===== src/rtl/conv_sched.sv =====
// conv_sched: job sequencer for an im2col + systolic-array convolution engine.
//
// A job walks IDLE -> IM2COL -> FEED -> DRAIN -> WB -> FIN -> IDLE. IM2COL and
// DRAIN wait on completion strobes from the engines; FEED presents N operand
// rows one per cycle; WB strobes M*K result words to OUTPUT_BASE onward.
// abort (synchronous) returns any busy state to IDLE with no done pulse.
//
// Ports:
//   clk, rst_n            clock, asynchronous active-low reset
//   start, abort          job request pulse / synchronous cancel
//   busy, done            non-IDLE flag / one-cycle completion pulse
//   im2col_rst_n          im2col enable, high only in IM2COL
//   im2col_done           im2col finished (observed only in IM2COL)
//   sa_rst_n              systolic array enable, high in FEED and DRAIN
//   sa_done               systolic array finished (observed only in DRAIN)
//   feed_valid, feed_idx  operand row strobe and row index 0..N-1
//   wb_en, wb_addr,       result write strobe, address OUTPUT_BASE+i,
//   wb_sel                and flattened result index 0..M*K-1
//   mem_sel               memory write port owner: 0 = im2col, 1 = scheduler
//
// Optional feature: define CONV_SCHED_PERF_EN to add output cycle_cnt[31:0],
// a saturating count of busy cycles from start acceptance up to FIN.

module conv_sched #(
    parameter int unsigned M          = 25,
    parameter int unsigned N          = 36,
    parameter int unsigned K          = 7,
    parameter int unsigned ADDR_WIDTH = 32,
    parameter logic [ADDR_WIDTH-1:0] OUTPUT_BASE = ADDR_WIDTH'(32'h00003000)
) (
    input  logic                  clk,
    input  logic                  rst_n,
    input  logic                  start,
    input  logic                  abort,
    output logic                  busy,
    output logic                  done,
    output logic                  im2col_rst_n,
    input  logic                  im2col_done,
    output logic                  sa_rst_n,
    input  logic                  sa_done,
    output logic                  feed_valid,
    output logic [31:0]           feed_idx,
    output logic                  wb_en,
    output logic [ADDR_WIDTH-1:0] wb_addr,
    output logic [31:0]           wb_sel,
    output logic                  mem_sel
`ifdef CONV_SCHED_PERF_EN
    ,
    output logic [31:0]           cycle_cnt
`endif
);

    localparam logic [31:0] FEED_LAST = 32'(N - 1);
    localparam logic [31:0] WB_LAST   = 32'(M * K - 1);

    typedef enum logic [2:0] {
        StIdle,
        StIm2col,
        StFeed,
        StDrain,
        StWb,
        StFin
    } state_e;

    state_e      state_q, state_d;
    logic [31:0] cnt_q, cnt_d;

    always_ff @(posedge clk or negedge rst_n) begin
        if (!rst_n) begin
            state_q <= StIdle;
            cnt_q   <= '0;
        end else begin
            state_q <= state_d;
            cnt_q   <= cnt_d;
        end
    end

    always_comb begin
        state_d = state_q;
        unique case (state_q)
            StIdle:   if (start && !abort) state_d = StIm2col;
            StIm2col: if (im2col_done) state_d = StFeed;
            StFeed:   if (cnt_q == FEED_LAST) state_d = StDrain;
            StDrain:  if (sa_done) state_d = StWb;
            StWb:     if (cnt_q == WB_LAST) state_d = StFin;
            StFin:    state_d = StIdle;
            default:  state_d = StIdle;
        endcase
        // abort outranks every other event in a busy state
        if (abort && (state_q != StIdle)) state_d = StIdle;

        // cnt restarts from zero on every state entry
        if (state_d != state_q) begin
            cnt_d = '0;
        end else if ((state_q == StFeed) || (state_q == StWb)) begin
            cnt_d = cnt_q + 32'd1;
        end else begin
            cnt_d = cnt_q;
        end
    end

    // Outputs decode the registered state only, so reset clears them at once.
    always_comb begin
        busy         = 1'b0;
        done         = 1'b0;
        im2col_rst_n = 1'b0;
        sa_rst_n     = 1'b0;
        feed_valid   = 1'b0;
        feed_idx     = '0;
        wb_en        = 1'b0;
        wb_addr      = '0;
        wb_sel       = '0;
        mem_sel      = 1'b0;
        unique case (state_q)
            StIdle: ;
            StIm2col: begin
                busy         = 1'b1;
                im2col_rst_n = 1'b1;
            end
            StFeed: begin
                busy       = 1'b1;
                sa_rst_n   = 1'b1;
                feed_valid = 1'b1;
                feed_idx   = cnt_q;
            end
            StDrain: begin
                busy     = 1'b1;
                sa_rst_n = 1'b1;
            end
            StWb: begin
                busy    = 1'b1;
                mem_sel = 1'b1;
                wb_en   = 1'b1;
                wb_sel  = cnt_q;
                wb_addr = OUTPUT_BASE + ADDR_WIDTH'(cnt_q);  // wraps at 2^ADDR_WIDTH
            end
            StFin: begin
                busy = 1'b1;
                done = 1'b1;
            end
            default: ;
        endcase
    end

`ifdef CONV_SCHED_PERF_EN
    logic [31:0] cyc_q, cyc_d;

    always_ff @(posedge clk or negedge rst_n) begin
        if (!rst_n) begin
            cyc_q <= '0;
        end else begin
            cyc_q <= cyc_d;
        end
    end

    // FIN does not count, so the value seen during FIN is held until next start.
    always_comb begin
        cyc_d = cyc_q;
        if ((state_q == StIdle) && start && !abort) begin
            cyc_d = '0;
        end else if ((state_q != StIdle) && (state_q != StFin) && (cyc_q != '1)) begin
            cyc_d = cyc_q + 32'd1;
        end
    end

    assign cycle_cnt = cyc_q;
`endif

endmodule


===== config.mk =====
export PLATFORM = sky130hd
export DESIGN_NAME = conv_sched
export DESIGN_NICKNAME = d
export VERILOG_FILES = /design/src/rtl/conv_sched.sv
export SDC_FILE = /design/constraint.sdc
export NUM_CORES = 1
export LEC_CHECK = 0
export ABC_AREA = 0
export CORE_MARGIN = 10
export CORE_UTILIZATION = 51
export CTS_BUF_LIST = sky130_fd_sc_hd__clkbuf_4 sky130_fd_sc_hd__clkbuf_8
export DETAILED_ROUTE_END_ITERATION = 6
export PLACE_DENSITY = 0.89
export SETUP_SLACK_MARGIN = 0.15
export SYNTH_ARGS = -nofsm -noshare
export SYNTH_HDL_FRONTEND = slang
export SYNTH_SLANG_ARGS = --single-unit

===== constraint.sdc =====
create_clock -name clk -period 5 [get_ports clk]
set_input_delay 1 -clock clk [delete_from_list [all_inputs] [get_ports clk]]
set_output_delay 1 -clock clk [all_outputs]
set_load 0.02 [all_outputs]

==> report_table.html <==
<table>
<tr><th>Metric</th><th>Value</th></tr>
<tr><th colspan="2">Worst setup path</th></tr>
<tr><td>Maximum fanout along the worst path</td><td>6</td></tr>
<tr><td>Critical path's largest stage delay</td><td>between 0.7 and 0.8 ns</td></tr>
<tr><td>Endpoint required time on the critical path</td><td>4.00 ns</td></tr>
<tr><td>Critical-path top delay cell</td><td>nor4_1</td></tr>
<tr><td>Buf+Inv Stages, Crit Path</td><td>2</td></tr>
<tr><td>Endpoint arrival time on the critical path</td><td>3.14 ns</td></tr>
<tr><td>Worst setup EP type</td><td>output port</td></tr>
<tr><td>Category of the critical setup timing path</td><td>flip-flop to output port</td></tr>
<tr><td>CP cell instances</td><td>inv_1 &gt; ha_1 &gt; nand2b_1 &gt; nor4_1 &gt; nand3_1 &gt; xor2_1 &gt; nor2_1 &gt; clkdlybuf4s50_1</td></tr>
<tr><td>Critical Path Source Type</td><td>flip-flop</td></tr>
<tr><td>Cell family with most CP delay</td><td>simple AND/OR/NAND/NOR gates</td></tr>
<tr><th colspan="2">Synth</th></tr>
<tr><td>Number of synthesized flops with an enable pin</td><td>0</td></tr>
<tr><td>Synth Instances</td><td>405</td></tr>
<tr><td>Net count after synthesis</td><td>416</td></tr>
<tr><td>Synth area leaders</td><td>dfrtp_1, and2_1, xnor2_1</td></tr>
<tr><td>Proportion of synthesized chip area in sequential cells</td><td>~28%</td></tr>
<tr><td>Most frequently used flop master after synthesis</td><td>dfrtp_1</td></tr>
<tr><td>Synthesized flop and latch total</td><td>35</td></tr>
<tr><td>Post-Synthesis Mean Instance Area</td><td>roughly 7.7 µm²</td></tr>
<tr><td>Post-synth top area share</td><td>28.1%</td></tr>
<tr><td>Yosys Warn Count</td><td>0</td></tr>
<tr><td>Count leader, synth</td><td>and2_1</td></tr>
<tr><td>Post-synth top area cell</td><td>dfrtp_1</td></tr>
<tr><td>Proportion of register bits with asynchronous set or reset after synthesis</td><td>100%</td></tr>
<tr><td>Post-Syn Area</td><td>0.00312 mm²</td></tr>
<tr><td>Distinct cell type count of the synthesized netlist</td><td>40</td></tr>
<tr><td>Most frequent cells after synthesis</td><td>and2_1, nor2_1, dfrtp_1, clkbuf_1, a21oi_1</td></tr>
<tr><th colspan="2">GRT</th></tr>
<tr><td>GRT Util Overall</td><td>19.6%</td></tr>
<tr><td>Initial antenna violation count</td><td>0</td></tr>
<tr><td>First-pass GRT wire length</td><td>16.1 mm</td></tr>
<tr><td>Pin count of the biggest net entering global routing</td><td>36</td></tr>
<tr><td>Final global-route overflow total</td><td>0</td></tr>
<tr><td>Via count of the first global-routing pass</td><td>3,110</td></tr>
<tr><th colspan="2">Clock tree</th></tr>
<tr><td>Clock insertion delay at the later pin of the skew report</td><td>0.29 ns</td></tr>
<tr><td>Hold-fix buffers at CTS</td><td>0</td></tr>
<tr><td>Clock root buffer</td><td>clkbuf_8</td></tr>
<tr><td>Worst-path clk slew</td><td>~0.070 ns</td></tr>
<tr><td>Post-cts repair resize count</td><td>0</td></tr>
<tr><td>Htree depth</td><td>2</td></tr>
<tr><td>Clock buffer depth</td><td>2</td></tr>
<tr><td>Post-CTS Setup Bufs</td><td>0</td></tr>
<tr><td>Clock tree from TritonCTS</td><td>done</td></tr>
<tr><td>Num CTS Buffers</td><td>5</td></tr>
<tr><td>Count of clock tree sinks</td><td>35</td></tr>
<tr><th colspan="2">Cells and area</th></tr>
<tr><td>Area growth syn-to-layout</td><td>32.4%</td></tr>
<tr><td>Finished Cell Area</td><td>about 0.0041 mm²</td></tr>
<tr><td>Fraction of final layout cells sized beyond drive strength 1</td><td>4.69%</td></tr>
<tr><td>Post-layout net count</td><td>slightly below 500</td></tr>
<tr><td>Filler Cell Count</td><td>473</td></tr>
<tr><td>Antenna cells</td><td>0</td></tr>
<tr><th colspan="2">Timing</th></tr>
<tr><td>Layout Skew</td><td>0.00628 ns</td></tr>
<tr><td>Highest attainable clock frequency</td><td>0.241 GHz</td></tr>
<tr><td>Final hold violations</td><td>0</td></tr>
<tr><td>Worst-case setup margin in the final layout</td><td>roughly 0.86 ns</td></tr>
<tr><td>Final critical path time including I/O delays and setup</td><td>slightly above 4 ns</td></tr>
<tr><td>Accumulated negative setup slack</td><td>0 ns</td></tr>
<tr><td>Share of the clock period used by the worst path</td><td>82.9%</td></tr>
<tr><td>Minimum hold slack</td><td>0.638 ns</td></tr>
<tr><td>Final Slew Violations</td><td>0</td></tr>
<tr><td>Worst-case headroom to the max-slew limit</td><td>18.0%</td></tr>
<tr><td>Unrepaired setup endpoints after global routing</td><td>no</td></tr>
<tr><td>Setup-failing EPs final</td><td>0</td></tr>
<tr><td>Transition time at the pin with the least slew margin</td><td>1.23 ns</td></tr>
<tr><th colspan="2">Place</th></tr>
<tr><td>Routability congestion estimate from global placement</td><td>a little over 0.9</td></tr>
<tr><td>Number of port buffers</td><td>108</td></tr>
<tr><td>Placed standard-cell area</td><td>between 0.004 and 0.005 mm²</td></tr>
<tr><td>Worst slack after detailed placement</td><td>1.20 ns</td></tr>
<tr><td>HPWL reported at the end of detailed placement</td><td>around 7.2 mm</td></tr>
<tr><th colspan="2">Route</th></tr>
<tr><td>Detailed-router iteration count before antenna repair</td><td>6</td></tr>
<tr><td>Drt first-iter violations</td><td>approximately 260</td></tr>
<tr><td>Vias per cell</td><td>between 5 and 6</td></tr>
<tr><td>DR WL/cell</td><td>18.5 µm</td></tr>
<tr><td>Post-detailed-route count of antenna-violating nets</td><td>0</td></tr>
<tr><td>DRC</td><td>0</td></tr>
<tr><td>Wirelength, routed</td><td>10.0 mm</td></tr>
<tr><td>Number of vias after detailed routing</td><td>about 3,200</td></tr>
<tr><th colspan="2">Hold path</th></tr>
<tr><td>Kind of path behind the tightest hold check</td><td>flip-flop to flip-flop</td></tr>
<tr><th colspan="2">Power and ir drop</th></tr>
<tr><td>Total power per unit cell area</td><td>159 mW/mm²</td></tr>
<tr><td>LEAKAGE</td><td>1.46 nW</td></tr>
<tr><td>Worst-case vdd ir drop</td><td>approximately 0.15 mV</td></tr>
<tr><th colspan="2">Die</th></tr>
<tr><td>Initial standard-cell utilization of the core</td><td>52.7%</td></tr>
<tr><td>Die extent in y</td><td>98.2 µm</td></tr>
<tr><td>Area of the placeable core</td><td>0.00592 mm²</td></tr>
<tr><td>Row count</td><td>28</td></tr>
<tr><td>IO Count</td><td>109</td></tr>
<tr><td>Overall die width</td><td>98.2 µm</td></tr>
<tr><td>Die area</td><td>0.00965 mm²</td></tr>
<tr><th colspan="2">Run</th></tr>
<tr><td>MaxCap Viol Count</td><td>0</td></tr>
<tr><th colspan="2">Status</th></tr>
<tr><td>Result of the run</td><td>finished clean</td></tr>
</table>
## cell families (layout without fill, tap and decap cells)
logic type | after synthesis | count (layout) | share of synthesized area [%]
adder cells (fa/ha/maj) | 6 | 6 | 2.32
flip-flops | 35 | 35 | 28.1
AND/OR/NAND/NOR | 207 | 207 | 37.4
XOR/XNOR | 40 | 40 | 11.8
buffers and inverters | 61 | 125 | 9.66
AO/OA/AOI/OAI | 55 | 55 | 10.4
multiplexers | 1 | 1 | 0.321
## flip-flops by register name, summed over array words and instances, names as in the netlist
| register | count |
|---|---|
| state_q | 3 |
| cnt_q | 32 |
## per-stage QoR
step           cells  total power (W)  utilization, %
2_1_floorplan    405         0.000410               -
3_3_place_gp     538         0.000452            68.5
3_5_place_dp     538         0.000457            68.5
4_1_cts          544         0.000654            69.8
5_1_grt          544         0.000679            69.8
6_report         544         0.000657            69.8
## layout make-up
type / instances / area, µm² / share of cell area, %
Clock buffer: 6 / 76.3 / 1.85
Inverter: 7 / 26.3 / 0.636
Multi-Input combinational cell: 309 / 1950 / 47.2
Sequential cell: 35 / 876 / 21.2
Tap cell: 75 / 93.8 / 2.27
Timing Repair Buffer: 112 / 1110 / 26.9
## report_power, final
group / internal, W / leakage, nW / total, W / switching, W
sequential: 0.000291 / 0.487 / 0.000311 / 0.0000208
combinational: 0.0000447 / 0.931 / 0.000143 / 0.0000988
clock: 0.0000984 / 0.0406 / 0.000202 / 0.000103
total: 0.000434 / 1.46 / 0.000657 / 0.000223
## routing by layer
| metal | global-route usage, % | vias to the layer above | routed length [µm] |
|---|---|---|---|
| li1 | - | 1495 | - |
| met1 | 21.6 | 1490 | 3880 |
| met2 | 35.0 | 167 | 5080 |
| met3 | 6.34 | 25 | 886 |
| met4 | 5.40 | 0 | 191 |
| met5 | 0 | - | 0 |
## layout by cell type (no fill, tap or decap), types with 2 or more instances in the layout
cell type,Yosys,routed
clkdlybuf4s50_1,0,108
and4_1,4,4
nand3_1,16,16
xor2_1,15,15
nand2_1,22,22
or4_1,5,5
a22oi_2,3,3
and2_1,63,63
o21ai_0,10,10
dfrtp_1,35,35
ha_1,5,5
inv_1,6,6
nor3_1,9,9
a21oi_1,32,32
nor4_1,16,16
or3_1,10,10
a22oi_1,5,5
buf_4,14,4
nor2_1,37,37
nor4b_1,2,2
xnor2_1,24,24
and3_1,4,4
nand4_1,9,9
or3_4,3,3
clkbuf_8,0,5
o31ai_1,2,2
or2_2,2,2
## worst paths after layout
| kind | slack [ns] | depth (start not counted) | start | to |
|---|---|---|---|---|
| setup reg to reg | 1.42 | 5 | state_q[1] | cnt_q[1] |
| hold reg to reg | 0.64 | 2 | cnt_q[0] | cnt_q[0] |
| max in group asynchronous | 3.53 | 2 | rst_n | cnt_q[11] |
| min in group asynchronous | 1.14 | 2 | rst_n | cnt_q[18] |
| setup / recovery | 0.86 | 8 | cnt_q[12] | wb_addr[30] |
| hold / removal | 0.64 | 2 | cnt_q[0] | cnt_q[0] |
## worst reg2reg max path: stages, from the launching register on
cell and delay, ns:
dfrtp_1 0.65, nor3b_4 0.94, nand4b_1 0.20, a211oi_1 0.36, or4_1 1.01, a221oi_1 0.25
No activity file was read; power rests on OpenSTA's default activity.
